## config.mk

```make
export PLATFORM = sky130hd
export DESIGN_NAME = mc_ctrl
export DESIGN_NICKNAME = d
export VERILOG_FILES = /design/src/rtl/mc_ctrl.sv
export SDC_FILE = /design/constraint.sdc
export NUM_CORES = 1
export LEC_CHECK = 0
export CELL_PAD_IN_SITES_DETAIL_PLACEMENT = 1
export CELL_PAD_IN_SITES_GLOBAL_PLACEMENT = 2
export CORE_MARGIN = 4
export CORE_UTILIZATION = 20
export DETAILED_ROUTE_END_ITERATION = 10
export MAX_ROUTING_LAYER = met4
export PLACE_DENSITY = 0.79
export SETUP_SLACK_MARGIN = 0.5
export SYNTH_ARGS = -nofsm -noshare
export SYNTH_HDL_FRONTEND = slang
export SYNTH_SLANG_ARGS = --single-unit
```

## constraint.sdc

```tcl
create_clock -name clk -period 2.65 [get_ports clk]
set_input_delay 0.6625 -clock clk [delete_from_list [all_inputs] [get_ports clk]]
set_output_delay 0.6625 -clock clk [all_outputs]
set_load 0.05 [all_outputs]
```

## src/rtl/mc_ctrl.sv

```systemverilog
// mc_ctrl: multi-cycle control FSM. It steps each instruction through
// FETCH/DECODE/EXEC/MEM/WB/MDU and drives the datapath strobes from the
// current state, the instruction and the comparator flags.
//
// state  | meaning
// FETCH  | instruction fetch, wait for mem_rdy, then latch IR and PC+4
// DECODE | IR stable, no strobes
// EXEC   | branch/jump resolution, MDU start, class dispatch
// MEM    | data read or write, wait for mem_rdy
// WB     | single register-file write
// MDU    | fixed-latency multiply/divide stall
module mc_ctrl #(
  parameter int MDU_LAT = 32,
  parameter int HAS_MDU = 1,
  parameter int CNT_W   = 8
) (
  input  logic        clk,
  input  logic        rst,
  input  logic [31:0] instr,
  input  logic        Breq,
  input  logic        Brlt,
  input  logic        Breqz,
  input  logic        Brltz,
  input  logic        mem_rdy,
  output logic        IMRd,
  output logic        IRWr,
  output logic        PCWr,
  output logic [1:0]  PCSel,
  output logic        DMRd,
  output logic        DMWr,
  output logic        RegWr,
  output logic [1:0]  WDSel,
  output logic [1:0]  RDSel,
  output logic        Br,
  output logic        J,
  output logic        mdu_start,
  output logic        illegal,
  output logic [2:0]  state
);

  localparam logic [1:0] WD_fromALU = 2'd0;
  localparam logic [1:0] WD_fromMEM = 2'd1;
  localparam logic [1:0] WD_fromPC  = 2'd2;
  localparam logic [1:0] RD_fromRT  = 2'd0;
  localparam logic [1:0] RD_fromRD  = 2'd1;
  localparam logic [1:0] RD_RA      = 2'd2;

  typedef enum logic [2:0] {
    S_FETCH  = 3'd0,
    S_DECODE = 3'd1,
    S_EXEC   = 3'd2,
    S_MEM    = 3'd3,
    S_WB     = 3'd4,
    S_MDU    = 3'd5
  } state_t;

  state_t           state_q;
  logic [CNT_W-1:0] cnt_q;

  logic [5:0] op, funct;
  logic [4:0] rt;
  logic is_r, is_i, is_b, is_l, is_s, is_j, is_jal, is_jr, is_jalr, is_mdu;
  logic br_cond, is_jump, mdu_ok;

  // Brlt and the unused instruction fields are not needed by this decoder.
  logic unused_bits;
  assign unused_bits = &{1'b0, Brlt, instr[25:21], instr[15:6]};

  assign op     = instr[31:26];
  assign funct  = instr[5:0];
  assign rt     = instr[20:16];
  assign state  = state_q;
  assign mdu_ok = (HAS_MDU != 0);

  // Instruction class decode and branch condition.
  always_comb begin
    is_r    = 1'b0;
    is_jr   = 1'b0;
    is_jalr = 1'b0;
    is_mdu  = 1'b0;
    if (op == 6'h00) begin
      case (funct)
        6'h00, 6'h02, 6'h03, 6'h04, 6'h06, 6'h07,
        6'h10, 6'h12,
        6'h20, 6'h21, 6'h22, 6'h23, 6'h24, 6'h25,
        6'h26, 6'h27, 6'h2a, 6'h2b:             is_r    = 1'b1;
        6'h08:                                  is_jr   = 1'b1;
        6'h09:                                  is_jalr = 1'b1;
        6'h18, 6'h19, 6'h1a, 6'h1b:             is_mdu  = 1'b1;
        default: ;
      endcase
    end
    is_i   = (op >= 6'h08) && (op <= 6'h0f);
    is_b   = (op == 6'h01) || ((op >= 6'h04) && (op <= 6'h07));
    is_l   = (op == 6'h20) || (op == 6'h21) || (op == 6'h23) ||
             (op == 6'h24) || (op == 6'h25);
    is_s   = (op == 6'h28) || (op == 6'h29) || (op == 6'h2b);
    is_j   = (op == 6'h02);
    is_jal = (op == 6'h03);
    is_jump = is_j | is_jal | is_jr | is_jalr;
    case (op)
      6'h04:   br_cond = Breq;
      6'h05:   br_cond = ~Breq;
      6'h06:   br_cond = Brltz | Breqz;
      6'h07:   br_cond = ~(Brltz | Breqz);
      6'h01:   br_cond = (rt == 5'd0) ? Brltz :
                         (rt == 5'd1) ? ~Brltz : 1'b0;
      default: br_cond = 1'b0;
    endcase
  end

  // State register and MDU down-counter.
  always_ff @(posedge clk) begin
    if (rst) begin
      state_q <= S_FETCH;
      cnt_q   <= '0;
    end else begin
      case (state_q)
        S_FETCH:  if (mem_rdy) state_q <= S_DECODE;
        S_DECODE: state_q <= S_EXEC;
        S_EXEC: begin
          if (is_b)                   state_q <= S_FETCH;
          else if (is_jal | is_jalr)  state_q <= S_WB;
          else if (is_j | is_jr)      state_q <= S_FETCH;
          else if (is_l | is_s)       state_q <= S_MEM;
          else if (is_mdu && mdu_ok) begin
            state_q <= S_MDU;
            cnt_q   <= CNT_W'(MDU_LAT - 1);
          end
          else if (is_r | is_i)       state_q <= S_WB;
          else                        state_q <= S_FETCH;
        end
        S_MEM: if (mem_rdy) state_q <= is_l ? S_WB : S_FETCH;
        S_WB:  state_q <= S_FETCH;
        S_MDU: begin
          if (cnt_q == '0) state_q <= S_FETCH;
          else             cnt_q   <= cnt_q - 1'b1;
        end
        default: state_q <= S_FETCH;
      endcase
    end
  end

  // Combinational strobes; reset forces everything low.
  always_comb begin
    IMRd = 1'b0; IRWr = 1'b0; PCWr = 1'b0; PCSel = 2'd0;
    DMRd = 1'b0; DMWr = 1'b0; RegWr = 1'b0;
    WDSel = WD_fromALU; RDSel = RD_fromRT;
    Br = 1'b0; J = 1'b0; mdu_start = 1'b0; illegal = 1'b0;
    if (!rst) begin
      Br = is_b & br_cond;
      if (is_l)                 WDSel = WD_fromMEM;
      else if (is_jal | is_jalr) WDSel = WD_fromPC;
      if (is_jal)               RDSel = RD_RA;
      else if (is_r | is_jalr)  RDSel = RD_fromRD;
      case (state_q)
        S_FETCH: begin
          IMRd = 1'b1;
          if (mem_rdy) begin
            IRWr = 1'b1;
            PCWr = 1'b1;
          end
        end
        S_EXEC: begin
          if (is_b) begin
            PCWr  = br_cond;
            PCSel = 2'd1;
          end else if (is_jump) begin
            J     = 1'b1;
            PCWr  = 1'b1;
            PCSel = 2'd2;
          end else if (is_l | is_s) begin
          end else if (is_mdu && mdu_ok) begin
            mdu_start = 1'b1;
          end else if (!(is_r | is_i)) begin
            illegal = 1'b1;
          end
        end
        S_MEM: begin
          DMRd = is_l;
          DMWr = is_s;
        end
        S_WB: RegWr = 1'b1;
        default: ;
      endcase
    end
  end

endmodule

```

==> results of run 1 <==
-- routing by layer --
layer / track usage (%) / vias up / wire length, um
met2: 29.40 / 28 / 2688
met3: 2.741 / 2 / 139
met1: 17.70 / 686 / 1963
met5: - / - / 0
li1: - / 713 / -
met4: 1.495 / 0 / 21
-- worst max-delay path: cells and delay by family --
kind | cells | cell delay [ns]
and+or+nand+nor | 2 | 0.48
AOI/OAI and AO/OA | 2 | 0.39
buffers and inverters | 4 | 0.46
-- cell usage after synthesis, drive strengths merged (2+ instances only) --
master,number
a211o,3
a211oi,3
a21oi,9
a31oi,3
buf,7
clkbuf,2
dfxtp,11
inv,4
nand2,8
nand2b,9
nand3,2
nand4,3
nor2,19
nor2b,6
nor3,17
nor3b,3
nor4,2
o21ai,4
o31ai,2
or3,2
xor2,7
-- cell usage in the layout (no fill, tap or decap), drive strengths merged, types with 3 or more instances in the layout --
cell type and instances:
nor3 17, a31oi 3, buf 81, xor2 7, a211oi 3, a211o 3
a21oi 9, dlygate4sd2 11, o21ai 4, nor2 19, nand2 8, nor3b 3
clkbuf 6, nand4 3, nor2b 6, inv 4, dfxtp 11, nand2b 9
-- worst min path at each step --
stage                                 end
finish              cnt_q[0]$_SDFFE_PP0P_
global route        cnt_q[0]$_SDFFE_PP0P_
CTS                 cnt_q[0]$_SDFFE_PP0P_
detailed placement  cnt_q[0]$_SDFFE_PP0P_
global placement    cnt_q[0]$_SDFFE_PP0P_
floorplan           cnt_q[0]$_SDFFE_PP0P_
-- per-stage QoR --
stage / total power, W / worst slack (ns)
3_5_place_dp: 0.0004488 / -0.4775
6_report: 0.0006740 / -0.003960
5_1_grt: 0.0007066 / -0.03747
3_3_place_gp: 0.0004449 / -0.4847
4_1_cts: 0.0006640 / -0.05358
2_1_floorplan: 0.0003249 / -0.04566
-- sequential cells by signal (all words and copies together) (netlist names) --
name and flops:
cnt_q 8, state 3
-- cell families after synthesis --
family                   share of synthesized area [%]
flip-flops                                       20.23
AND/OR/NAND/NOR                                  44.48
AO/OA/AOI/OAI                                    20.57
adder cells (fa/ha/maj)                          1.149
buffers and inverters                            7.126
XOR/XNOR                                         6.437
-- power breakdown --
| group | internal [W] | switching [W] | total [W] |
|---|---|---|---|
| Sequential | 0.000171 | 0.0000141 | 0.000185 |
| Combinational | 0.000160 | 0.000157 | 0.000317 |
| Clock | 0.000106 | 0.0000662 | 0.000172 |
| Total | 0.000436 | 0.000238 | 0.000674 |
-- what timing repair did --
action | in CTS | in global routing
hold endpoints to repair | 0 | 0
setup buffers | 12 | 4
resized for setup | 109 | 17
endpoints found under the setup margin | 29 | 19
pin swaps | 30 | 15
-- final cells by class --
class	count	area [um2]	share of cell area, %
repair buffers	97	1045	41.07
flip-flops and latches	11	227.7	8.952
inverters	4	15.01	0.5903
multi-input cells	120	1124	44.17
clock buffers	4	45.04	1.771
well taps	70	87.58	3.443
==> results.md, run 1 <==
* CP Launch Type: primary input
* Routed WL at 4812 um
* Non-Filler Instances at 306
* Hold Slack at about 0.51 ns
* Initial DRC count at 39
* Min Tclk post-route at about 2.7 ns
* Routed vias at 1429
* Final Core Density at about half
* Die Span X at 81.78 um
* Clk_lat worst skew at ~0.24 ns
* Core box area at 0.005205 mm2
* Final Wtd Congestion at 0.7164
* Final Cycle Share at 100.1%
* ANT cells at 0
* # rows at 26
* Layout overhead on the synthesized area at 133.7%
* Iteration count of the initial detailed-routing pass at 4
* RSZ-0062 raised after global routing: true
* Relative slew slack at 63.34%
* Post-Place Cells at 286
* Die area at around 0.0067 mm2
* Pin count of the biggest net entering global routing at 14
* Synth Instances at 144
* Remaining DRCs at 0
* Cell Pwr Density at 265.0 mW/mm2
* Avg WL per Cell at between 15 and 20 um
* Fmax at 376.8 MHz
* Count of different cell masters after synthesis at 50
* H-tree lvl count at 1
* Worst path cell trace: buf_8 -> buf_4 -> inv_1 -> a21oi_4 -> nor2_2 -> or3_4 -> a211oi_4 -> buf_12
* Top cells by area, synth: dfxtp_1 (20%), nor2_1 (6.6%), nor3_1 (6.0%)
* CTS tree: yes
* Final #Nets at 277
* Hold Path Depth at 1
* Slowest CP cell: or3_4
* Port Buf Inserts at 41
* Global-route wire length before repair at 7838 um
* Hold Startpoint: cnt_q[0]$_SDFFE_PP0P_
* Syn nets at 184
* R2r endpoint: cnt_q[6]$_SDFFE_PP0P_
* Seq cells post-synth at 11
* Post-DP HPWL at between 3000 and 4000 um
* CP required at 1.99 ns
* Vias in the first global route at 1559
* Yosys top cell area share at 20.23%
* Final count of hold timing violations at 0
* Worst R2R Setup Slack at a little over 0.8 ns
* Finish-stage setup viols at 1
* Worst setup margin at -0.003960 ns
* Max-cap viol count at 0
* CTS Buffer Depth at 2
* Cts hold-fix bufs at 0
* Clock sink count at 11
* Worst r2r path cells at 8
* All-Layer GR Usage at between 10% and 20%
* Die span in y at 81.78 um
* Sequential fraction of the synthesis area at 20.23%
* Initial core utilization at roughly a fifth
* Worst Path Max Fanout at 3
* Placed cell areas at about 0.0022 mm2
* Root Buffer: clkbuf_8
* DR vias/cell at 4.670
* Crit. End Element: output pin
* Pins Over Slew Limit at 0
* Status: finished, violations left
* Detail Route Antenna Nets at 0
* Worst R2R Start: cnt_q[0]$_SDFFE_PP0P_
* Main synth FF type: dfxtp_1
* Initial antenna violation count at 0
* Worst Max-Slew Pin Slew at about 0.55 ns
* CTS buffer count at 3
* Fill cells at 592
* Static Leak at between 1 and 1.5 nW
* Synth area leader: dfxtp_1
* Layout cells sized above 1 at 61.02%
* Fin Setup TNS at -0.003960 ns
* Yosys warnings at 0
* Failing checks: negative setup slack
* Final Skew at 0.0003642 ns
* Overflow after GRT at 0
* Post-synth ARST share at 0%
* Syn_area_per_cell at 7.559 um2
* Hold Crit Class: flop to flop
* Max stage delay on crit path at between 0.4 and 0.5 ns
* Setup crit end: illegal
* Critical path type: primary input to output pin
* Syn Std Cell Area at roughly 0.0011 mm2
* Clk slew on worst S/H paths at 0.05 ns
* Crit path from: instr[28]
* Design Area, Final at 0.002544 mm2
* IO Pins at 58
* Worst EP arrival at 1.99 ns
* Peak VDD IR at between 0.2 and 0.25 mV
* Number of synthesized flops with an enable pin at 0
No activity file was read; power rests on OpenSTA's default activity.
==> run 2: changes to the inputs <==
--- a/config.mk
+++ b/config.mk
@@ -5,10 +5,11 @@
 export SDC_FILE = /design/constraint.sdc
 export NUM_CORES = 1
 export LEC_CHECK = 0
+export ABC_AREA = 1
 export CELL_PAD_IN_SITES_DETAIL_PLACEMENT = 1
 export CELL_PAD_IN_SITES_GLOBAL_PLACEMENT = 2
 export CORE_MARGIN = 4
-export CORE_UTILIZATION = 20
+export CORE_UTILIZATION = 19
 export DETAILED_ROUTE_END_ITERATION = 10
 export MAX_ROUTING_LAYER = met4
 export PLACE_DENSITY = 0.79
==> results.md, run 2 <==
* Status: finished, final reports clean
* Main combinational cell family by area after synthesis: simple AND/OR/NAND/NOR gates
* Top cells by area, synth: dfxtp_1 (19%), nand2_1 (13%), nor2_1 (11%)
* # rows at 28
* Worst EP arrival at 1.83 ns
* Number of synthesized flops with an enable pin at 0
* Most common cell after layout, fill and taps aside: buf_4
* Comb power frac at 50.6%
* Initial core utilization at 19.61%
* Pins Over Slew Limit at 0
* Vias in the first global route at 1583
* Clk slew on worst S/H paths at 0.05 ns
* Finish-stage setup viols at 0
* Global-route wire length before repair at 7679 um
* Static Leak at 1.192 nW
* Mux contribution to synthesized area at 0%
* Count of different cell masters after synthesis at 34
* Cell Pwr Density at 263.0 mW/mm2
* Min Tclk post-route at ~2.5 ns
* Syn_area_per_cell at ~6.1 um2
* Yosys top cell area share at 18.97%
* Critical path type: primary input to output pin
* Port Buf Inserts at ~40
* Initial DRC count at 41
* Hold Slack at 0.4928 ns
* Detail Route Antenna Nets at 0
* Fill cells at between 600 and 700
* Iteration count of the initial detailed-routing pass at 4
* Clk network pwr share at 24.1%
* Routed WL at between 4000 and 5000 um
* Total power at between 0.0007 and 0.0008 W
* Final #Nets at around 320
* Die area at 0.007426 mm2
* Top cells by count, synth: nand2_1 (41), nor2_1 (34), inv_1 (25), nand3_1 (19), dfxtp_1 (11)
* Routed vias at between 1500 and 2000
* Fmax at 401.1 MHz
* Worst Max-Slew Pin Slew at 0.4879 ns
* Worst path cell trace: buf_6 -> nor2_4 -> nand2_4 -> nor2_2 -> o21ai_2 -> and2_4 -> buf_6 -> nor2_4 -> buf_12
* Layout overhead on the synthesized area at 130.9%
* Peak VDD IR at 0.1825 mV
* Hold Crit Class: flop to flop
* Clk_lat worst skew at 0.24 ns
* CTS Buffer Depth at 2
* Post-synth ARST share at 0%
* Syn Std Cell Area at 0.001161 mm2
* Sequential fraction of the synthesis area at between 10% and 20%
* Compound-Gate Fraction of Synth Area at between 10 and 15%
* Worst R2R Start: cnt_q[0]$_SDFFE_PP0P_
* Clock sink count at 11
* Core box area at about 0.0059 mm2
* Cts hold-fix bufs at 0
* Post-Synth XOR/XNOR Area at 3.772%
* Seq pwr share at 25.3%
* Seq cells post-synth at 11
* Crit path from: instr[31]
* Die Span X at 86.18 um
* ANT cells at 0
* Die span in y at 86.18 um
* Commonest cells after routing, fill and taps aside: buf_4 (33), nand2_1 (27), nor2_4 (21), buf_6 (20)
* Avg WL per Cell at 13.77 um
* Final Skew at approximately 0.0027 ns
* Synth Instances at 190
* RSZ-0062 raised after global routing: true
* Crit. End Element: output pin
* Relative slew slack at 67.37%
* Biggest register: cnt_q
* Syn nets at 230
* Post-DP HPWL at 3405 um
* Final count of hold timing violations at 0
* Overflow after GRT at 0
* CTS tree: yes
* DR vias/cell at 4.381
* Main synth FF type: dfxtp_1
* Max stage delay on crit path at approximately 0.16 ns
* Layout cells sized above 1 at 60.64%
* Max-cap viol count at 0
* Initial antenna violation count at 0
* Post-Synth Adder-Cell Area at approximately 1.1%
* Switching power at 0.0002624 W
* Remaining DRCs at 0
* Max reg flops at 8
* Count leader, synth: nand2_1
* CTS buffer count at 3
* All-Layer GR Usage at 13.07%
* Int Pwr at 0.0004428 W
* Yosys warnings at 0
* Final Cycle Share at 94.09%
* CP Launch Type: primary input
* Switch share at 37.21%
* H-tree lvl count at 1
* Worst Path Max Fanout at 4
* Slowest CP cell: and2_4
* Root Buffer: clkbuf_8
* Hold Startpoint: cnt_q[4]$_SDFFE_PP0P_
* Pin count of the biggest net entering global routing at 11
* IO Pins at 58
* Synth Area in Simple Gates at 50.75%
* Synth area leader: dfxtp_1
* CP required at 1.99 ns
* Final Wtd Congestion at 0.7975
[run 2: cell count changes after synthesis, sizes merged, moves of 4 or more]
cell and change:
nand2b -9, nand3 +18, buf -6, inv +27, nand2 +37, nor3 -11, nor2 +21, o21ai +4
nor2b -6
[run 2: final timing paths]
check                                to  slack [ns]  depth (start not counted)
setup / recovery                      J        0.16                          9
hold / removal    cnt_q[4]$_SDFFE_PP0P_        0.49                          2
setup reg to reg  cnt_q[5]$_SDFFE_PP0P_        1.03                         10
hold reg to reg   cnt_q[4]$_SDFFE_PP0P_        0.49                          2
[run 2: routing by layer]
metal	track usage [%]	share of wire, %
met5	-	0
met3	1.901	3.5
met1	15.79	40
met4	2.125	0.87
met2	23.41	55
[run 2: power by group through the flow]
stage	Combinational [W]	Sequential [W]	Clock, W
final	0.000357	0.000179	0.000170
after global routing	0.000382	0.000180	0.000190
after CTS	0.000319	0.000178	0.000179
after detailed placement	0.000281	0.000181	0
after global placement	0.000275	0.000180	0
after floorplan	0.000124	0.000198	0
[run 2: cells by family after synthesis]
| kind of cell | after synthesis |
|---|---|
| simple gates | 116 |
| buf+inv | 34 |
| compound gates | 23 |
| fa+ha+maj | 1 |
| xor+xnor | 5 |
| flops | 11 |
[run 2: layout make-up]
type / instances / area, um2 / area share [%]
clock buffer: 4 / 45.04 / 1.680
inverter: 31 / 145.1 / 5.413
multi-input combinational: 145 / 1139 / 42.46
tap: 75 / 93.84 / 3.500
timing repair buffer: 91 / 1035 / 38.59
sequential: 11 / 224.0 / 8.353
[run 2: worst max-delay path: cells and delay by family]
kind	cells	cell delay [ns]
AO/OA/AOI/OAI	1	0.07
buffers and inverters	3	0.38
AND/OR/NAND/NOR	5	0.72
[run 2: metrics by stage]
| step | TNS (ns) | area, um2 | std cells | utilization [%] | setup slack (ns) |
|---|---|---|---|---|---|
| 5_1_grt | 0 | 2681 | 357 | 45.29 | 0.08224 |
| 2_1_floorplan | 0 | 1287 | 190 | - | 0.2174 |
| 4_1_cts | 0 | 2476 | 351 | 41.82 | 0.08802 |
| 3_3_place_gp | -1.902 | 2170 | 335 | 36.64 | -0.2791 |
| 6_report | 0 | 2681 | 357 | 45.29 | 0.1567 |
| 3_5_place_dp | -2.413 | 2170 | 335 | 36.64 | -0.3748 |
[run 2: timing repair]
| item | CTS | global route |
|---|---|---|
| endpoints found under the setup margin | 17 | 14 |
| pin swaps | 34 | 33 |
| buffers inserted | 12 | 6 |
| resized for setup | 127 | 47 |
==> run 3: changes to the inputs <==
--- a/config.mk
+++ b/config.mk
@@ -8,6 +8,7 @@
 export ABC_AREA = 1
 export CELL_PAD_IN_SITES_DETAIL_PLACEMENT = 1
 export CELL_PAD_IN_SITES_GLOBAL_PLACEMENT = 2
+export CORE_ASPECT_RATIO = 0.9
 export CORE_MARGIN = 4
 export CORE_UTILIZATION = 19
 export DETAILED_ROUTE_END_ITERATION = 10
==> constraint.sdc (replaced) <==
create_clock -name clk -period 2.65 [get_ports clk]
set_input_delay 0.3975 -clock clk [delete_from_list [all_inputs] [get_ports clk]]
set_output_delay 0.3975 -clock clk [all_outputs]
set_load 0.05 [all_outputs]
==> results.md, run 3 (synthesized netlist as in run 2, its figures left out) <==
* Relative slew slack at between 60% and 70%
* Layout overhead on the synthesized area at 73.06%
* H-tree lvl count at 1
* Iteration count of the initial detailed-routing pass at 5
* Remaining DRCs at 0
* Clock sink count at 11
* Overflow after GRT at 0
* Fill cells at 724
* Status: finished, final reports clean
* Initial DRC count at 33
* Design Area, Final at about 0.002 mm2
* CTS Buffer Depth at 2
* Clk_lat worst skew at 0.24 ns
* Seq. cell area at approximately 220 um2
* Biggest register: cnt_q
* IO Pins at 58
* Pin count of the biggest net entering global routing at 17
* Root Buffer: clkbuf_8
* DR vias/cell at around 4.3
* CTS buffer count at 3
* Final Wtd Congestion at 0.8102
* Die area at between 0.007 and 0.008 mm2
* Commonest cells after routing, fill and taps aside: nand2_1 (35), inv_1 (22), nor2_1 (22), nand3_1 (16), buf_12 (16)
* Final count of hold timing violations at 0
* Post-DP HPWL at 3161 um
* Initial core utilization at between 20% and 30%
* Initial antenna violation count at 0
* ANT cells at 0
* Final Skew at around 0.0054 ns
* Crit. End Element: output pin
* Routed WL at about 3900 um
* CP required at approximately 2.3 ns
* Peak VDD IR at 0.3288 mV
* Die Span X at around 90 um
* Fin Setup TNS at 0 ns
* Non-Filler Instances at 310
* Detail Route Antenna Nets at 0
* Worst setup margin at 0.5623 ns
* Post-Place Cells at 302
* # rows at 26
* Worst Path Max Fanout at 4
* Die span in y at 82.16 um
* Post-Place Setup Slack at 0.08398 ns
* Avg WL per Cell at 12.43 um
* Max-cap viol count at 0
* Vias in the first global route at 1405
* Final #Nets at about 280
* Static Leak at approximately 0.9 nW
* Final Cycle Share at 78.78%
* Port Buf Inserts at 41
* Layout cells sized above 1 at between 30 and 40%
* Fmax at 479.0 MHz
* Placed cell areas at 0.001859 mm2
* Max reg flops at 8
* All-Layer GR Usage at 11.47%
* Most common cell after layout, fill and taps aside: nand2_1
* Finish-stage setup viols at 0
* CP Launch Type: primary input
* Critical path type: primary input to output pin
* Multi-input combinational cell area at a little over 900 um2
* Core box area at 0.005791 mm2
* Worst Max-Slew Pin Slew at between 0.5 and 0.6 ns
* Global-route wire length before repair at 6817 um
* Pins Over Slew Limit at 0
* RSZ-0062 raised after global routing: true
* Cell Pwr Density at slightly below 300 mW/mm2
* Min Tclk post-route at roughly 2.1 ns
* Clk slew on worst S/H paths at 0.05 ns
* Hold Crit Class: flop to flop
* CTS tree: yes
* Worst EP arrival at roughly 1.7 ns
* Routed vias at around 1300
## run 3: cell count changes in the layout (fill, tap and decap cells not counted), moves of 4 or more
cell | previous run | this run
buf_8 | 4 | 0
nand2_1 | 27 | 35
buf_6 | 20 | 1
buf_4 | 33 | 7
nor2_4 | 21 | 8
clkdlybuf4s50_1 | 2 | 10
nand2_2 | 11 | 6
buf_2 | 4 | 0
dlygate4sd2_1 | 8 | 12
nor2_1 | 11 | 22
nand3_1 | 12 | 16
## run 3: per-stage QoR
stage	hold slack [ns]	utilization, %	power, W
6_report	0.4901	34.70	0.0005889
5_1_grt	0.5324	34.70	0.0006298
4_1_cts	0.4930	34.38	0.0005958
3_5_place_dp	0.4845	32.11	0.0004152
3_3_place_gp	0.4756	32.11	0.0004149
2_1_floorplan	0.4610	-	0.0003052
## run 3: critical path, stage by stage
cell and delay [ns]:
dlygate4sd2_1 0.27, nor2_4 0.20, nand2_4 0.11, nor2_1 0.11, o21ai_1 0.09, and2_4 0.19, nand2_1 0.06, nand2_1 0.06
nand2_2 0.07, buf_12 0.13
## run 3: cell type report
class                   instances  share of cell area [%]
clock buffers                   4                   2.242
inverters                      31                   6.040
well taps                      70                   4.359
repair buffers                 49                   30.70
multi-input cells             145                   45.70
flip-flops and latches         11                   10.96
## run 3: final timing paths
check	from	to	slack [ns]	cells past startpoint
worst max-delay path	instr[31]	PCWr	0.56	10
worst min-delay path	cnt_q[4]$_SDFFE_PP0P_	cnt_q[4]$_SDFFE_PP0P_	0.49	2
worst max register to register	cnt_q[0]$_SDFFE_PP0P_	cnt_q[7]$_SDFFE_PP0P_	1.02	10
worst min register to register	cnt_q[4]$_SDFFE_PP0P_	cnt_q[4]$_SDFFE_PP0P_	0.49	2
## run 3: per-layer routing
layer | track usage, % | up-vias | wire length (um)
met5 | - | - | 0
met1 | 14.70 | 615 | 1937
met3 | 1.812 | 4 | 104
met2 | 19.69 | 20 | 1777
met4 | 1.835 | 0 | 31
li1 | - | 702 | -
## run 3: power breakdown
group          switching [W]  total [W]  leakage (nW)  internal, W
Clock              0.0000655   0.000171        0.0228     0.000106
Combinational       0.000145   0.000243         0.789    0.0000971
Sequential        0.00000410   0.000175        0.0890     0.000171
Total               0.000215   0.000589         0.900     0.000374
## run 3: repair_timing
item,4_1_cts,5_1_grt
gates resized for setup,37,11
endpoints found under the setup margin,10,8
pin swaps,14,0
cloned,0,0
hold buffers,0,0
setup buffers,4,0
